<file path="src/rtl/fixed_point_pkg.sv">
// ============================================================================
// Module  : fixed_point_pkg
// Brief   : Shared types and constant helpers for the fixed-point accumulator.
// Revision: 1.0
// ============================================================================
`default_nettype none

package fixed_point_pkg;

  typedef enum logic [1:0] {
    IDLE  = 2'd0,
    ACCUM = 2'd1,
    DONE  = 2'd2
  } acc_state_e;

  // Wide enough to carry any practical bound before being cast to its target width.
  localparam int BOUND_W = 128;
  typedef logic [BOUND_W-1:0] wide_t;

  function automatic int calc_width(input int sign, input int q_m, input int q_n);
    return sign + q_m + q_n;
  endfunction

  function automatic int guard_bits(input int n_terms);
    return $clog2(n_terms + 1);
  endfunction

  function automatic wide_t bound_max(input int sign, input int w);
    if (sign != 0) return (wide_t'(1) << (w - 1)) - wide_t'(1);
    else           return (wide_t'(1) << w) - wide_t'(1);
  endfunction

  function automatic wide_t bound_min(input int sign, input int w);
    if (sign != 0) return ~((wide_t'(1) << (w - 1)) - wide_t'(1));
    else           return '0;
  endfunction

endpackage

`default_nettype wire

</file>
<file path="src/rtl/fixed_point_saturate.sv">
// ============================================================================
// Module  : fixed_point_saturate
// Brief   : Narrows a wide fixed-point value, clamping or wrapping, and flags overflow.
// Revision: 1.0
// ============================================================================
`default_nettype none

module fixed_point_saturate
  import fixed_point_pkg::*;
#(
  parameter int SIGN     = 1,
  parameter int IN_W     = 36,
  parameter int OUT_W    = 33,
  parameter int SATURATE = 1
) (
  input  logic [IN_W-1:0]  val_i,
  output logic [OUT_W-1:0] val_o,
  output logic             overflow_o
);

  localparam logic [IN_W-1:0]  MAX_I = IN_W'(bound_max(SIGN, OUT_W));
  localparam logic [OUT_W-1:0] MAX_O = OUT_W'(bound_max(SIGN, OUT_W));

  logic             w_hi;
  logic             w_lo;
  logic [OUT_W-1:0] w_bound;

  generate
    if (SIGN != 0) begin : g_signed
      localparam logic [IN_W-1:0]  MIN_I = IN_W'(bound_min(SIGN, OUT_W));
      localparam logic [OUT_W-1:0] MIN_O = OUT_W'(bound_min(SIGN, OUT_W));
      assign w_hi    = $signed(val_i) > $signed(MAX_I);
      assign w_lo    = $signed(val_i) < $signed(MIN_I);
      assign w_bound = w_hi ? MAX_O : MIN_O;
    end else begin : g_unsigned
      assign w_hi    = val_i > MAX_I;
      assign w_lo    = 1'b0;
      assign w_bound = MAX_O;
    end
  endgenerate

  assign overflow_o = w_hi | w_lo;
  assign val_o      = ((SATURATE != 0) && overflow_o) ? w_bound : val_i[OUT_W-1:0];

endmodule

`default_nettype wire

</file>
<file path="src/rtl/fixed_point_accumulator.sv">
// ============================================================================
// Module  : fixed_point_accumulator
// Brief   : Streams bias + N_TERMS Qm.n operands into a guarded accumulator.
// Revision: 1.0
// ============================================================================
`default_nettype none

module fixed_point_accumulator
  import fixed_point_pkg::*;
#(
  parameter int   SIGN     = 1,
  parameter int   Q_M      = 16,
  parameter int   Q_N      = 16,
  parameter int   N_TERMS  = 4,
  parameter int   SATURATE = 1,
  localparam int  W        = calc_width(SIGN, Q_M, Q_N)
) (
  input  logic         clk_i,
  input  logic         rst_ni,
  input  logic         start_in,
  input  logic         abort_in,
  input  logic [W-1:0] b_in,
  input  logic         term_valid_in,
  output logic         term_ready_out,
  input  logic [W-1:0] term_in,
  output logic         y_valid_out,
  input  logic         y_ready_in,
  output logic [W-1:0] y_out,
  output logic         overflow_out,
  output logic         busy_out
);

  localparam int G     = guard_bits(N_TERMS);
  localparam int ACC_W = W + G;
  localparam int CNT_W = (N_TERMS > 1) ? $clog2(N_TERMS) : 1;
  localparam logic [CNT_W-1:0] LAST_CNT = CNT_W'(N_TERMS - 1);

  acc_state_e       state_q, state_d;
  logic [ACC_W-1:0] acc_q, acc_d;
  logic [CNT_W-1:0] cnt_q, cnt_d;
  logic [W-1:0]     y_q, y_d;
  logic             y_valid_q, y_valid_d;
  logic             ovf_q, ovf_d;

  logic [ACC_W-1:0] w_sum;
  logic [W-1:0]     w_fmt;
  logic             w_ovf;
  logic             w_term_hs;
  logic             w_last;

  function automatic logic [ACC_W-1:0] ext(input logic [W-1:0] v);
    if (SIGN != 0) return {{G{v[W-1]}}, v};
    else           return {{G{1'b0}}, v};
  endfunction

  assign w_sum     = acc_q + ext(term_in);
  assign w_term_hs = term_valid_in & term_ready_out;
  assign w_last    = (cnt_q == LAST_CNT);

  fixed_point_saturate #(
    .SIGN     (SIGN),
    .IN_W     (ACC_W),
    .OUT_W    (W),
    .SATURATE (SATURATE)
  ) u_fmt (
    .val_i      (w_sum),
    .val_o      (w_fmt),
    .overflow_o (w_ovf)
  );

  always_ff @(posedge clk_i or negedge rst_ni) begin
    if (!rst_ni) begin
      state_q   <= IDLE;
      acc_q     <= '0;
      cnt_q     <= '0;
      y_q       <= '0;
      y_valid_q <= 1'b0;
      ovf_q     <= 1'b0;
    end else begin
      state_q   <= state_d;
      acc_q     <= acc_d;
      cnt_q     <= cnt_d;
      y_q       <= y_d;
      y_valid_q <= y_valid_d;
      ovf_q     <= ovf_d;
    end
  end

  // Abort outranks start and both handshakes in every non-idle state.
  always_comb begin
    state_d = state_q;
    if (abort_in && (state_q != IDLE)) begin
      state_d = IDLE;
    end else begin
      case (state_q)
        IDLE:    if (start_in) state_d = ACCUM;
        ACCUM:   if (w_term_hs && w_last) state_d = DONE;
        DONE:    if (y_ready_in) state_d = IDLE;
        default: state_d = IDLE;
      endcase
    end
  end

  always_comb begin
    acc_d     = acc_q;
    cnt_d     = cnt_q;
    y_d       = y_q;
    y_valid_d = y_valid_q;
    ovf_d     = ovf_q;
    if (abort_in && (state_q != IDLE)) begin
      y_valid_d = 1'b0;
      ovf_d     = 1'b0;
    end else begin
      case (state_q)
        IDLE: begin
          if (start_in) begin
            acc_d = ext(b_in);
            cnt_d = '0;
          end
        end
        ACCUM: begin
          if (w_term_hs) begin
            acc_d = w_sum;
            cnt_d = cnt_q + CNT_W'(1);
            if (w_last) begin
              y_d       = w_fmt;
              ovf_d     = w_ovf;
              y_valid_d = 1'b1;
            end
          end
        end
        DONE: begin
          if (y_ready_in) y_valid_d = 1'b0;
        end
        default: ;
      endcase
    end
  end

  always_comb begin
    term_ready_out = (state_q == ACCUM);
    busy_out       = (state_q != IDLE);
    y_valid_out    = y_valid_q;
    y_out          = y_q;
    overflow_out   = ovf_q;
  end

endmodule

`default_nettype wire
</file>
<file path="config.mk">
export PLATFORM = sky130hd
export DESIGN_NAME = fixed_point_accumulator
export DESIGN_NICKNAME = d
export VERILOG_FILES = /design/src/rtl/fixed_point_pkg.sv /design/src/rtl/fixed_point_saturate.sv /design/src/rtl/fixed_point_accumulator.sv
export SDC_FILE = /design/constraint.sdc
export NUM_CORES = 1
export LEC_CHECK = 0
export CAP_MARGIN = 20
export CORE_UTILIZATION = 39
export DETAILED_ROUTE_END_ITERATION = 7
export PLACE_DENSITY = 0.65
export SKIP_CTS_REPAIR_TIMING = 1
export SYNTH_ARGS = -nofsm -noshare
export SYNTH_HDL_FRONTEND = slang
export SYNTH_SLANG_ARGS = --single-unit
</file>
<file path="constraint.sdc">
create_clock -name clk_i -period 5.6 [get_ports clk_i]
set_input_delay 1.12 -clock clk_i [delete_from_list [all_inputs] [get_ports clk_i]]
set_output_delay 1.12 -clock clk_i [all_outputs]
set_load 0.05 [all_outputs]
</file>
==> impl_metrics.xml, run 1 <==
<?xml version="1.0" encoding="UTF-8"?>
<metrics>
  <group name="status">
    <metric name="outcome" unit="">completed</metric>
  </group>
  <group name="pwr">
    <metric name="seqPwrFrac" unit="%">21.9</metric>
    <metric name="swShare" unit="%">50.8</metric>
    <metric name="power.ir.vdd_worst" unit="uV">231</metric>
    <metric name="clkPwrFrac" unit="%">12.8</metric>
    <metric name="total_switching_power" unit="uW">2080</metric>
    <metric name="leakagePower" unit="uW">0.00286</metric>
    <metric name="internal_power" unit="uW">2020</metric>
    <metric name="power-per-cell-area" unit="mW/mm^2">590</metric>
    <metric name="pwr-share-comb" unit="%">65.2</metric>
  </group>
  <group name="critical_path">
    <metric name="critical_path_class" unit="">primary input to register</metric>
    <metric name="critPathMaxFanout" unit="">16</metric>
    <metric name="timing.rr.end" unit="">y_out[8]</metric>
    <metric name="worst-endpoint-required" unit="ns">5.88</metric>
    <metric name="worst-r2r-cell-count" unit="">12</metric>
    <metric name="setup.reg_to_reg.worst_slack" unit="ns">1.80</metric>
    <metric name="crit_path_end_kind" unit="">register</metric>
    <metric name="timing.critical_path.from_type" unit="">primary input</metric>
    <metric name="timing.critical_path.arrival" unit="ns">4.96</metric>
    <metric name="critical_path.reg2reg.startpoint" unit="">acc_q[0]</metric>
  </group>
  <group name="final_layout">
    <metric name="layout.cells.most_common_list" unit="">sky130_fd_sc_hd__clkdlybuf4s50_1 (107), sky130_fd_sc_hd__nand2_1 (91), sky130_fd_sc_hd__dfrtp_1 (75)</metric>
    <metric name="layoutNonFillerInstCount" unit="">903</metric>
    <metric name="layout.cells.most_common" unit="">sky130_fd_sc_hd__clkdlybuf4s50_1</metric>
    <metric name="final_nets" unit="">828</metric>
    <metric name="sequential_cell_area" unit="sq mm">0.00188</metric>
    <metric name="fin_util" unit="%">50.1</metric>
    <metric name="area_taken_by_multi_input_logic_gates" unit="sq mm">0.00342</metric>
    <metric name="areaGrowthSynthToFinish" unit="%">25.8</metric>
    <metric name="antenna_cells_inserted" unit="">0</metric>
    <metric name="layout.filler_cells" unit="">1328</metric>
    <metric name="drive_above_1_share" unit="%">7.75</metric>
    <metric name="postLayoutCellArea" unit="sq mm">0.00696</metric>
  </group>
  <group name="global_routing">
    <metric name="gr-usage-all-layers" unit="%">23.6</metric>
    <metric name="number_of_antenna_violations_at_the_first_check_in_global_routing" unit="">0</metric>
    <metric name="grt_first_pass_wirelength" unit="um">26600</metric>
    <metric name="first_global_vias" unit="">5131</metric>
    <metric name="largest_net_degree_at_the_start_of_global_routing" unit="">76</metric>
    <metric name="globalRoute.totalOverflow" unit="">0</metric>
  </group>
  <group name="clock_network">
    <metric name="cts_tree" unit="">done</metric>
    <metric name="tritoncts_num_sinks" unit="">75</metric>
    <metric name="clock_insertion_delay_worst_skew" unit="ns">0.35</metric>
    <metric name="clock_tree.root_cell" unit="">sky130_fd_sc_hd__clkbuf_16</metric>
    <metric name="cts-root-to-sink-buffers" unit="">2</metric>
    <metric name="numCtsBuffers" unit="">9</metric>
    <metric name="h_tree_depth" unit="">3</metric>
    <metric name="cts.clk_slew.worst_paths" unit="ns">0.06</metric>
  </group>
  <group name="floorplanning">
    <metric name="floorplan.initialDensity" unit="%">39.9</metric>
    <metric name="rows" unit="">43</metric>
    <metric name="fp.coreArea" unit="sq mm">0.0139</metric>
    <metric name="fp.dieW" unit="um">121</metric>
    <metric name="floorplan.io_pins" unit="">109</metric>
    <metric name="die_h" unit="um">121</metric>
    <metric name="die_area" unit="sq mm">0.0147</metric>
  </group>
  <group name="synthesis">
    <metric name="synthesis.area_per_instance" unit="sq um">8.70</metric>
    <metric name="largest_area_contributor_in_the_netlist" unit="">sky130_fd_sc_hd__dfrtp_1</metric>
    <metric name="synthesis.nets" unit="">745</metric>
    <metric name="ys_dominant_reg_cell" unit="">sky130_fd_sc_hd__dfrtp_1</metric>
    <metric name="ys_seq_area_share" unit="%">33.9</metric>
    <metric name="yosys_warnings" unit="">0</metric>
    <metric name="post_synth_inst_count" unit="">636</metric>
    <metric name="synth-edff-count" unit="">0</metric>
    <metric name="post_synth_main_area_contributors" unit="">sky130_fd_sc_hd__dfrtp_1 (34%), sky130_fd_sc_hd__ha_1 (8.1%), sky130_fd_sc_hd__nand2_1 (6.2%)</metric>
    <metric name="syn_area" unit="sq mm">0.00553</metric>
    <metric name="share_of_the_synthesized_area_in_the_top_cell_type" unit="%">33.9</metric>
    <metric name="synth_seq_cells" unit="">75</metric>
    <metric name="netlist-cell-type-count" unit="">67</metric>
    <metric name="postSynth.asyncResetShare" unit="%">100</metric>
  </group>
  <group name="timing">
    <metric name="timing.setup.tns" unit="ns">0</metric>
    <metric name="slew_headroom" unit="%">34.8</metric>
    <metric name="clock-skew-final" unit="ns">0.0125</metric>
    <metric name="final_cycle_utilization_of_the_critical_path" unit="%">83.5</metric>
    <metric name="final_hold_viol_count" unit="">0</metric>
    <metric name="timing.final.setup_violations" unit="">0</metric>
    <metric name="timing.final.crit_period" unit="ns">4.68</metric>
    <metric name="final.setup.worst_slack" unit="ns">0.923</metric>
    <metric name="max_freq" unit="MHz">214</metric>
    <metric name="setup_repair_after_global_routing_missed_its_margin" unit="">no</metric>
    <metric name="pin_slew_with_the_least_headroom_to_its_limit" unit="ns">0.978</metric>
    <metric name="finalMaxSlewViolations" unit="">0</metric>
  </group>
  <group name="flow_run">
    <metric name="max-cap-violations" unit="">0</metric>
  </group>
  <group name="placement">
    <metric name="placedInstanceArea" unit="sq mm">0.00670</metric>
    <metric name="place_worst_setup_slack" unit="ns">0.621</metric>
    <metric name="port_buffers" unit="">108</metric>
    <metric name="hpwlAfterDp" unit="um">12100</metric>
    <metric name="place.gp.congestion" unit="">0.886</metric>
    <metric name="dp_cells" unit="">888</metric>
  </group>
  <group name="route">
    <metric name="drcViolationCount" unit="">0</metric>
    <metric name="vias_per_cell" unit="">5.76</metric>
    <metric name="route.vias.total" unit="">5205</metric>
    <metric name="antenna_violating_nets_post_route" unit="">0</metric>
    <metric name="dr.pass1.iters" unit="">5</metric>
    <metric name="drt-wirelength-per-cell" unit="um">18.3</metric>
    <metric name="wirelength" unit="um">16600</metric>
    <metric name="drt_iter0_drc" unit="">267</metric>
  </group>
  <group name="worst_hold_path">
    <metric name="hold-path-endpoint" unit="">acc_q[31]</metric>
    <metric name="class_of_the_most_critical_hold_timing_path" unit="">register to register</metric>
    <metric name="worstHoldStart" unit="">acc_q[31]</metric>
    <metric name="min_path_cells" unit="">2</metric>
  </group>
</metrics>
-- flip-flops by register name, summed over array words and instances (netlist names) --
signal and count:
overflow_out 1, y_out 33, y_valid_out 1, cnt_q 2, acc_q 36, state_q 2
-- layout make-up --
class                           count  share of cell area, %
Sequential cell                    75                   27.0
Tap cell                          180                   3.24
Timing Repair Buffer              115                   16.3
Inverter                           11                  0.594
Clock buffer                       10                   3.29
Clock inverter                      5                  0.450
Multi-Input combinational cell    507                   49.2
-- per-stage QoR --
stage / hold slack, ns / total power (uW)
after floorplan: 0.443 / 2820
after global placement: 0.461 / 3520
after detailed placement: 0.477 / 3550
after CTS: 0.491 / 4100
after global routing: 0.515 / 4400
final: 0.493 / 4100
-- power groups by stage --
stage	Sequential, uW	Clock [uW]	Combinational, uW
2_1_floorplan	1140	0	1680
3_3_place_gp	904	0	2620
3_5_place_dp	905	0	2650
4_1_cts	899	541	2660
5_1_grt	923	559	2920
6_report	900	526	2680
-- synthesized netlist by cell type (7+ instances only) --
cell / n
sky130_fd_sc_hd__nand4_1: 13
sky130_fd_sc_hd__a221o_1: 17
sky130_fd_sc_hd__ha_1: 36
sky130_fd_sc_hd__a31oi_1: 21
sky130_fd_sc_hd__dfrtp_1: 75
sky130_fd_sc_hd__o21ai_0: 34
sky130_fd_sc_hd__xor2_1: 14
sky130_fd_sc_hd__nand2_1: 91
sky130_fd_sc_hd__o211ai_1: 7
sky130_fd_sc_hd__buf_2: 13
sky130_fd_sc_hd__o22ai_1: 9
sky130_fd_sc_hd__nor2_1: 66
sky130_fd_sc_hd__a21o_1: 9
sky130_fd_sc_hd__clkbuf_1: 25
sky130_fd_sc_hd__a211oi_2: 9
sky130_fd_sc_hd__nand3_1: 7
sky130_fd_sc_hd__o21a_1: 7
sky130_fd_sc_hd__a21oi_1: 62
sky130_fd_sc_hd__xnor2_1: 17
sky130_fd_sc_hd__inv_1: 11
-- worst max-delay path, cell delays in order --
cell                              delay, ns
sky130_fd_sc_hd__clkdlybuf4s50_1       0.46
sky130_fd_sc_hd__ha_1                  0.21
sky130_fd_sc_hd__inv_1                 0.07
sky130_fd_sc_hd__fa_1                  0.42
sky130_fd_sc_hd__and2b_4               0.28
sky130_fd_sc_hd__o2111ai_2             0.16
sky130_fd_sc_hd__a21boi_2              0.21
sky130_fd_sc_hd__a311o_1               0.31
sky130_fd_sc_hd__a31oi_4               0.18
sky130_fd_sc_hd__o311ai_4              0.39
sky130_fd_sc_hd__nand4_1               0.31
sky130_fd_sc_hd__a21oi_4               0.57
sky130_fd_sc_hd__a221o_1               0.25
-- metal layers --
metal	GRT usage [%]	share of wire [%]	up-vias
met5	0	0	-
met4	7.56	1.6	0
met3	4.75	5.2	20
met2	37.4	47	150
met1	32.3	47	2521
li1	-	-	2514
-- how the worst max path moves through the flow --
stage,startpoint,end,slack (ns),cells after the start
4_1_cts,term_in[0],y_out[8],0.95,13
6_report,term_in[0],y_out[8],0.92,13
3_3_place_gp,term_in[0],y_out[23],0.81,13
3_5_place_dp,term_in[0],y_out[0],0.62,13
5_1_grt,term_in[0],y_out[18],0.76,13
2_1_floorplan,term_in[0],y_out[12],1.69,13
-- kinds of logic after synthesis --
logic type	share of synthesized area, %
muxes	0.362
and+or+nand+nor	16.6
buffers and inverters	4.50
xor gates and xnor gates	5.20
adders and majority gates	8.50
DFF	33.9
AOI/OAI and AO/OA	30.9
Power figures use the tool's default switching activity.
==> run 2, diff against run 1 <==
--- a/config.mk
+++ b/config.mk
@@ -8,7 +8,7 @@
 export CAP_MARGIN = 20
 export CORE_UTILIZATION = 39
 export DETAILED_ROUTE_END_ITERATION = 7
-export PLACE_DENSITY = 0.65
+export PLACE_DENSITY = 0.68
 export SKIP_CTS_REPAIR_TIMING = 1
 export SYNTH_ARGS = -nofsm -noshare
 export SYNTH_HDL_FRONTEND = slang
==> constraint.sdc (replaced) <==
create_clock -name clk_i -period 4.1 [get_ports clk_i]
set_input_delay 0.82 -clock clk_i [delete_from_list [all_inputs] [get_ports clk_i]]
set_output_delay 0.82 -clock clk_i [all_outputs]
set_load 0.05 [all_outputs]
==> run 2 against run 1 <==
  * Sequential cell count is the same
  * Clock-buffer cell count is the same
  * Clock skew fell by 0.0077 ns
  * Critical path depth up 2
  * Sequential power is 37% higher
  * Non-clock buffer count grew 31
  * Design area increased by 4.1%
  * Clock power grew 51%
  * Sequential share of layout area decreased by 1.1 points
  * Utilization grew 2.1 points
==> impl_metrics.xml, run 2 (same netlist as run 1, synthesis figures left out) <==
<?xml version="1.0" encoding="UTF-8"?>
<metrics>
  <group name="status">
    <metric name="outcome" unit="">completed</metric>
  </group>
  <group name="pwr">
    <metric name="power-per-cell-area" unit="mW/mm^2">812</metric>
    <metric name="leakagePower" unit="uW">0.00304</metric>
    <metric name="swShare" unit="%">49.0</metric>
    <metric name="total_switching_power" unit="uW">2880</metric>
    <metric name="clkPwrFrac" unit="%">13.5</metric>
    <metric name="internal_power" unit="uW">3000</metric>
    <metric name="seqPwrFrac" unit="%">20.9</metric>
    <metric name="pwr-share-comb" unit="%">65.6</metric>
    <metric name="power.ir.vdd_worst" unit="uV">329</metric>
  </group>
  <group name="timing">
    <metric name="timing.final.setup_violations" unit="">0</metric>
    <metric name="pin_slew_with_the_least_headroom_to_its_limit" unit="ns">0.960</metric>
    <metric name="setup_repair_after_global_routing_missed_its_margin" unit="">no</metric>
    <metric name="final_cycle_utilization_of_the_critical_path" unit="%">94.1</metric>
    <metric name="finalMaxSlewViolations" unit="">0</metric>
    <metric name="final.setup.worst_slack" unit="ns">0.244</metric>
    <metric name="fin_worst_hold_slack" unit="ns">0.491</metric>
    <metric name="final_hold_viol_count" unit="">0</metric>
    <metric name="timing.setup.tns" unit="ns">0</metric>
    <metric name="slew_headroom" unit="%">36.0</metric>
    <metric name="clock-skew-final" unit="ns">0.00481</metric>
    <metric name="max_freq" unit="MHz">259</metric>
    <metric name="timing.final.crit_period" unit="ns">3.86</metric>
  </group>
  <group name="route">
    <metric name="detail_route.wirelength.met1" unit="um">7340</metric>
    <metric name="highest-signal-layer" unit="">met4</metric>
    <metric name="met3_routed_wl" unit="um">986</metric>
    <metric name="antenna_violating_nets_post_route" unit="">0</metric>
    <metric name="dr.pass1.iters" unit="">4</metric>
    <metric name="route.vias.total" unit="">5391</metric>
    <metric name="drcViolationCount" unit="">0</metric>
    <metric name="route.met2.wl" unit="um">7630</metric>
    <metric name="vias_per_cell" unit="">5.77</metric>
    <metric name="drt-wirelength-per-cell" unit="um">17.8</metric>
    <metric name="wirelength" unit="um">16600</metric>
    <metric name="drt_iter0_drc" unit="">393</metric>
  </group>
  <group name="placement">
    <metric name="place.gp.congestion" unit="">0.984</metric>
    <metric name="port_buffers" unit="">108</metric>
    <metric name="place_worst_setup_slack" unit="ns">-0.0843</metric>
    <metric name="hpwlAfterDp" unit="um">12700</metric>
    <metric name="placedInstanceArea" unit="sq mm">0.00695</metric>
  </group>
  <group name="critical_path">
    <metric name="timing.critical_path.arrival" unit="ns">4.08</metric>
    <metric name="crit_path_end_kind" unit="">register</metric>
    <metric name="timing.critical_path.from_type" unit="">primary input</metric>
    <metric name="worst-endpoint-required" unit="ns">4.32</metric>
    <metric name="critPathMaxFanout" unit="">5</metric>
    <metric name="critical_path_class" unit="">primary input to register</metric>
  </group>
  <group name="clock_network">
    <metric name="tritoncts_num_sinks" unit="">75</metric>
    <metric name="cts.clk_slew.worst_paths" unit="ns">0.06</metric>
    <metric name="numCtsBuffers" unit="">9</metric>
    <metric name="cts-root-to-sink-buffers" unit="">2</metric>
    <metric name="cts_tree" unit="">done</metric>
    <metric name="clock_tree.root_cell" unit="">sky130_fd_sc_hd__clkbuf_16</metric>
    <metric name="clock_insertion_delay_worst_skew" unit="ns">0.35</metric>
    <metric name="h_tree_depth" unit="">3</metric>
  </group>
  <group name="global_routing">
    <metric name="largest_net_degree_at_the_start_of_global_routing" unit="">76</metric>
    <metric name="first_global_vias" unit="">5405</metric>
    <metric name="grt_first_pass_wirelength" unit="um">26800</metric>
    <metric name="number_of_antenna_violations_at_the_first_check_in_global_routing" unit="">0</metric>
    <metric name="gr-usage-all-layers" unit="%">23.5</metric>
    <metric name="globalRoute.totalOverflow" unit="">0</metric>
  </group>
  <group name="final_layout">
    <metric name="areaGrowthSynthToFinish" unit="%">31.0</metric>
    <metric name="final_nets" unit="">859</metric>
    <metric name="largest_register_ff_count" unit="">36</metric>
    <metric name="regMostFlops" unit="">acc_q</metric>
    <metric name="layout.cells.most_common" unit="">sky130_fd_sc_hd__clkdlybuf4s50_1</metric>
    <metric name="antenna_cells_inserted" unit="">0</metric>
    <metric name="layout.cells.most_common_list" unit="">sky130_fd_sc_hd__clkdlybuf4s50_1 (106), sky130_fd_sc_hd__nand2_1 (91), sky130_fd_sc_hd__dfrtp_1 (75)</metric>
    <metric name="postLayoutCellArea" unit="sq mm">0.00724</metric>
    <metric name="drive_above_1_share" unit="%">11.8</metric>
  </group>
  <group name="floorplanning">
    <metric name="rows" unit="">43</metric>
    <metric name="floorplan.io_pins" unit="">109</metric>
    <metric name="fp.coreArea" unit="sq mm">0.0139</metric>
    <metric name="die_h" unit="um">121</metric>
    <metric name="fp.dieW" unit="um">121</metric>
    <metric name="die_area" unit="sq mm">0.0147</metric>
    <metric name="floorplan.initialDensity" unit="%">39.9</metric>
  </group>
  <group name="worst_hold_path">
    <metric name="class_of_the_most_critical_hold_timing_path" unit="">register to register</metric>
  </group>
  <group name="flow_run">
    <metric name="max-cap-violations" unit="">0</metric>
  </group>
</metrics>
[run 2: cell types whose count changed in the layout (fill, tap and decap cells not counted)]
| cell | before | now |
|---|---|---|
| sky130_fd_sc_hd__clkinvlp_4 | 1 | 0 |
| sky130_fd_sc_hd__clkbuf_8 | 0 | 1 |
| sky130_fd_sc_hd__buf_12 | 0 | 2 |
| sky130_fd_sc_hd__clkbuf_1 | 1 | 0 |
| sky130_fd_sc_hd__buf_4 | 8 | 38 |
| sky130_fd_sc_hd__clkdlybuf4s50_1 | 107 | 106 |
| sky130_fd_sc_hd__bufinv_16 | 0 | 1 |
[run 2: power by group through the flow]
stage | Combinational, uW | Sequential [uW] | Clock [uW]
after floorplan | 2300 | 1560 | 0
after global placement | 3750 | 1220 | 0
after detailed placement | 3800 | 1240 | 0
after CTS | 3830 | 1230 | 813
after global routing | 4180 | 1260 | 840
final | 3860 | 1230 | 795
[run 2: through the flow]
stage	util, %	instances	power, uW
after detailed placement	50.1	919	5040
after global placement	50.1	919	4970
after global routing	52.2	934	6280
after CTS	52.2	934	5870
after floorplan	-	636	3860
final	52.2	934	5880
[run 2: routing by layer]
metal | vias up | track usage (%)
met5 | - | 0
met4 | 0 | 12.1
met3 | 41 | 3.81
met2 | 189 | 37.0
met1 | 2581 | 31.1
li1 | 2580 | -
[run 2: worst paths after layout]
path,startpoint,to,slack (ns),cells after the start
max,term_in[0],y_out[10],0.24,15
min,acc_q[25],acc_q[25],0.49,2
max reg2reg,acc_q[0],y_out[10],0.78,14
min reg2reg,acc_q[25],acc_q[25],0.49,2
max in group asynchronous,rst_ni,y_out[10],2.85,1
min in group asynchronous,rst_ni,acc_q[27],0.62,1
[run 2: cell type report]
type | instances | area [sq um]
fillers | 1313 | 6640
multi-input cells | 507 | 3420
flip-flops and latches | 75 | 1880
repair buffers | 146 | 1390
clock buffers | 10 | 239
well taps | 180 | 225
clock inverters | 5 | 53.8
inverters | 11 | 41.3
[run 2: critical path, stage by stage]
cell and delay (ns):
sky130_fd_sc_hd__clkdlybuf4s50_1 0.41, sky130_fd_sc_hd__ha_1 0.22, sky130_fd_sc_hd__inv_1 0.07, sky130_fd_sc_hd__fa_1 0.18, sky130_fd_sc_hd__and2b_4 0.20, sky130_fd_sc_hd__o2111ai_2 0.23, sky130_fd_sc_hd__a21boi_2 0.10, sky130_fd_sc_hd__a311o_1 0.41
sky130_fd_sc_hd__a31oi_4 0.25, sky130_fd_sc_hd__o311ai_4 0.13, sky130_fd_sc_hd__buf_4 0.18, sky130_fd_sc_hd__a211oi_4 0.31, sky130_fd_sc_hd__nor3_4 0.10, sky130_fd_sc_hd__buf_4 0.20, sky130_fd_sc_hd__a221o_1 0.26
==> run 3, diff against run 2 <==
--- a/config.mk
+++ b/config.mk
@@ -8,7 +8,8 @@
 export CAP_MARGIN = 20
 export CORE_UTILIZATION = 39
 export DETAILED_ROUTE_END_ITERATION = 7
-export PLACE_DENSITY = 0.68
+export PLACE_DENSITY = 0.76
+export SETUP_SLACK_MARGIN = 0.02
 export SKIP_CTS_REPAIR_TIMING = 1
 export SYNTH_ARGS = -nofsm -noshare
 export SYNTH_HDL_FRONTEND = slang
==> run 3 against run 2 <==
  * Register-to-register slack got worse by 0.02 ns
  * Setup slack got worse by 0.0025 ns
  * Sequential power barely moved
  * Clock-buffer cell count did not move
  * Wire length fell by 3.3%
  * Critical path type unchanged
  * Non-clock buffer count rose by 3
  * Global-route usage fell by 0.83 points
  * Clock skew rose by 0.0025 ns
==> impl_metrics.xml, run 3 (same netlist as run 1, synthesis figures left out) <==
<?xml version="1.0" encoding="UTF-8"?>
<metrics>
  <group name="route">
    <metric name="dr.pass1.iters" unit="">5</metric>
    <metric name="drt-wirelength-per-cell" unit="um">17.1</metric>
    <metric name="antenna_violating_nets_post_route" unit="">0</metric>
    <metric name="route.vias.total" unit="">5371</metric>
    <metric name="drcViolationCount" unit="">0</metric>
    <metric name="vias_per_cell" unit="">5.73</metric>
    <metric name="drt_iter0_drc" unit="">352</metric>
    <metric name="wirelength" unit="um">16000</metric>
  </group>
  <group name="final_layout">
    <metric name="layout.cells.most_common_list" unit="">sky130_fd_sc_hd__clkdlybuf4s50_1 (106), sky130_fd_sc_hd__nand2_1 (91), sky130_fd_sc_hd__dfrtp_1 (75)</metric>
    <metric name="areaGrowthSynthToFinish" unit="%">32.1</metric>
    <metric name="antenna_cells_inserted" unit="">0</metric>
    <metric name="largest_register_ff_count" unit="">36</metric>
    <metric name="layoutNonFillerInstCount" unit="">938</metric>
    <metric name="fin_util" unit="%">52.7</metric>
    <metric name="layout.filler_cells" unit="">1308</metric>
    <metric name="final_nets" unit="">862</metric>
    <metric name="regMostFlops" unit="">acc_q</metric>
    <metric name="drive_above_1_share" unit="%">12.3</metric>
    <metric name="layout.cells.most_common" unit="">sky130_fd_sc_hd__clkdlybuf4s50_1</metric>
  </group>
  <group name="global_routing">
    <metric name="number_of_antenna_violations_at_the_first_check_in_global_routing" unit="">0</metric>
    <metric name="globalRoute.totalOverflow" unit="">0</metric>
    <metric name="first_global_vias" unit="">5230</metric>
    <metric name="grt_first_pass_wirelength" unit="um">25900</metric>
    <metric name="largest_net_degree_at_the_start_of_global_routing" unit="">76</metric>
    <metric name="gr-usage-all-layers" unit="%">22.7</metric>
  </group>
  <group name="floorplanning">
    <metric name="floorplan.io_pins" unit="">109</metric>
    <metric name="die_area" unit="sq mm">0.0147</metric>
    <metric name="fp.coreArea" unit="sq mm">0.0139</metric>
    <metric name="floorplan.initialDensity" unit="%">39.9</metric>
    <metric name="die_h" unit="um">121</metric>
    <metric name="fp.dieW" unit="um">121</metric>
    <metric name="rows" unit="">43</metric>
  </group>
  <group name="critical_path">
    <metric name="timing.critical_path.from_type" unit="">primary input</metric>
    <metric name="worst-endpoint-required" unit="ns">4.33</metric>
    <metric name="setup.reg_to_reg.worst_slack" unit="ns">0.76</metric>
    <metric name="critPathMaxFanout" unit="">10</metric>
    <metric name="worst-r2r-cell-count" unit="">14</metric>
    <metric name="timing.rr.end" unit="">y_out[22]</metric>
    <metric name="critical_path_class" unit="">primary input to register</metric>
    <metric name="critical_path.reg2reg.startpoint" unit="">acc_q[0]</metric>
    <metric name="timing.critical_path.arrival" unit="ns">4.09</metric>
    <metric name="crit_path_end_kind" unit="">register</metric>
  </group>
  <group name="timing">
    <metric name="final_hold_viol_count" unit="">0</metric>
    <metric name="max_freq" unit="MHz">259</metric>
    <metric name="finalMaxSlewViolations" unit="">0</metric>
    <metric name="fin_worst_hold_slack" unit="ns">0.487</metric>
    <metric name="setup_repair_after_global_routing_missed_its_margin" unit="">no</metric>
    <metric name="timing.final.crit_period" unit="ns">3.86</metric>
    <metric name="slew_headroom" unit="%">36.2</metric>
    <metric name="final_cycle_utilization_of_the_critical_path" unit="%">94.1</metric>
    <metric name="clock-skew-final" unit="ns">0.00731</metric>
    <metric name="pin_slew_with_the_least_headroom_to_its_limit" unit="ns">0.957</metric>
    <metric name="timing.final.setup_violations" unit="">0</metric>
  </group>
  <group name="status">
    <metric name="outcome" unit="">completed</metric>
  </group>
  <group name="pwr">
    <metric name="power-per-cell-area" unit="mW/mm^2">819</metric>
    <metric name="total_switching_power" unit="uW">2890</metric>
    <metric name="leakagePower" unit="uW">0.00307</metric>
    <metric name="power.ir.vdd_worst" unit="uV">402</metric>
    <metric name="internal_power" unit="uW">3100</metric>
    <metric name="seqPwrFrac" unit="%">20.4</metric>
    <metric name="clkPwrFrac" unit="%">15.0</metric>
    <metric name="pwr-share-comb" unit="%">64.6</metric>
    <metric name="swShare" unit="%">48.2</metric>
  </group>
  <group name="placement">
    <metric name="port_buffers" unit="">108</metric>
    <metric name="hpwlAfterDp" unit="um">12000</metric>
    <metric name="dp_cells" unit="">922</metric>
    <metric name="place.gp.congestion" unit="">0.959</metric>
  </group>
  <group name="worst_hold_path">
    <metric name="class_of_the_most_critical_hold_timing_path" unit="">register to register</metric>
    <metric name="hold-path-endpoint" unit="">acc_q[25]</metric>
    <metric name="worstHoldStart" unit="">acc_q[25]</metric>
    <metric name="min_path_cells" unit="">2</metric>
  </group>
  <group name="clock_network">
    <metric name="tritoncts_num_sinks" unit="">75</metric>
    <metric name="cts.clk_slew.worst_paths" unit="ns">0.07</metric>
    <metric name="h_tree_depth" unit="">3</metric>
    <metric name="clock_tree.root_cell" unit="">sky130_fd_sc_hd__clkbuf_16</metric>
    <metric name="numCtsBuffers" unit="">9</metric>
    <metric name="clock_insertion_delay_worst_skew" unit="ns">0.35</metric>
    <metric name="cts_tree" unit="">done</metric>
    <metric name="cts-root-to-sink-buffers" unit="">2</metric>
  </group>
  <group name="flow_run">
    <metric name="max-cap-violations" unit="">0</metric>
  </group>
</metrics>
run 3: changes by cell type in the layout (fill, tap and decap cells not counted):
| cell | before | now |
|---|---|---|
| sky130_fd_sc_hd__clkinv_2 | 3 | 0 |
| sky130_fd_sc_hd__inv_6 | 0 | 1 |
| sky130_fd_sc_hd__inv_8 | 0 | 1 |
| sky130_fd_sc_hd__clkinvlp_4 | 0 | 1 |
| sky130_fd_sc_hd__buf_4 | 38 | 41 |
| sky130_fd_sc_hd__bufinv_16 | 1 | 2 |
run 3: through the flow:
step           TNS [ns]  setup WS [ns]  cell area [sq um]  total power (uW)
3_3_place_gp     -0.275        -0.0482               6970              5000
5_1_grt               0         0.0530               7310              6380
6_report              0          0.241               7310              5990
2_1_floorplan         0          0.488               5530              3860
4_1_cts               0          0.230               7310              5980
3_5_place_dp      -1.63         -0.103               6970              5040
run 3: power groups by stage:
stage,clock [uW],sequential [uW],combinational (uW)
2_1_floorplan,0,1560,2300
3_3_place_gp,0,1230,3780
3_5_place_dp,0,1230,3810
4_1_cts,911,1220,3840
5_1_grt,942,1250,4190
6_report,898,1220,3870
run 3: worst max-delay path by stage:
stage	to	startpoint	slack [ns]
after floorplan	y_out[12]	term_in[0]	0.49
after global placement	y_out[22]	term_in[0]	-0.05
after detailed placement	y_out[22]	term_in[0]	-0.10
after CTS	y_out[31]	term_in[0]	0.23
after global routing	y_out[31]	term_in[0]	0.05
final	y_out[22]	term_in[0]	0.24
run 3: routing by layer:
| metal | part of all wire, % | global-route usage, % |
|---|---|---|
| met5 | 0 | 0 |
| met4 | 2.1 | 7.56 |
| met3 | 6.4 | 3.43 |
| met2 | 46 | 37.0 |
| met1 | 46 | 30.8 |
run 3: area by class of cell:
cell class,instances,area [sq um],area share [%]
Inverter,11,41.3,0.565
Clock inverter,6,96.3,1.32
Multi-Input combinational cell,507,3420,46.8
Tap cell,180,225,3.08
Sequential cell,75,1880,25.7
Timing Repair Buffer,149,1410,19.3
Clock buffer,10,239,3.27
run 3: critical path, stage by stage:
cell	delay, ns
sky130_fd_sc_hd__clkdlybuf4s50_1	0.40
sky130_fd_sc_hd__ha_1	0.24
sky130_fd_sc_hd__inv_1	0.08
sky130_fd_sc_hd__fa_1	0.17
sky130_fd_sc_hd__and2b_4	0.19
sky130_fd_sc_hd__o2111ai_2	0.23
sky130_fd_sc_hd__a21boi_2	0.10
sky130_fd_sc_hd__a311o_1	0.41
sky130_fd_sc_hd__a31oi_4	0.24
sky130_fd_sc_hd__o311ai_4	0.13
sky130_fd_sc_hd__buf_4	0.17
sky130_fd_sc_hd__a211oi_4	0.32
sky130_fd_sc_hd__buf_4	0.25
sky130_fd_sc_hd__nand2_1	0.07
sky130_fd_sc_hd__a32o_1	0.25
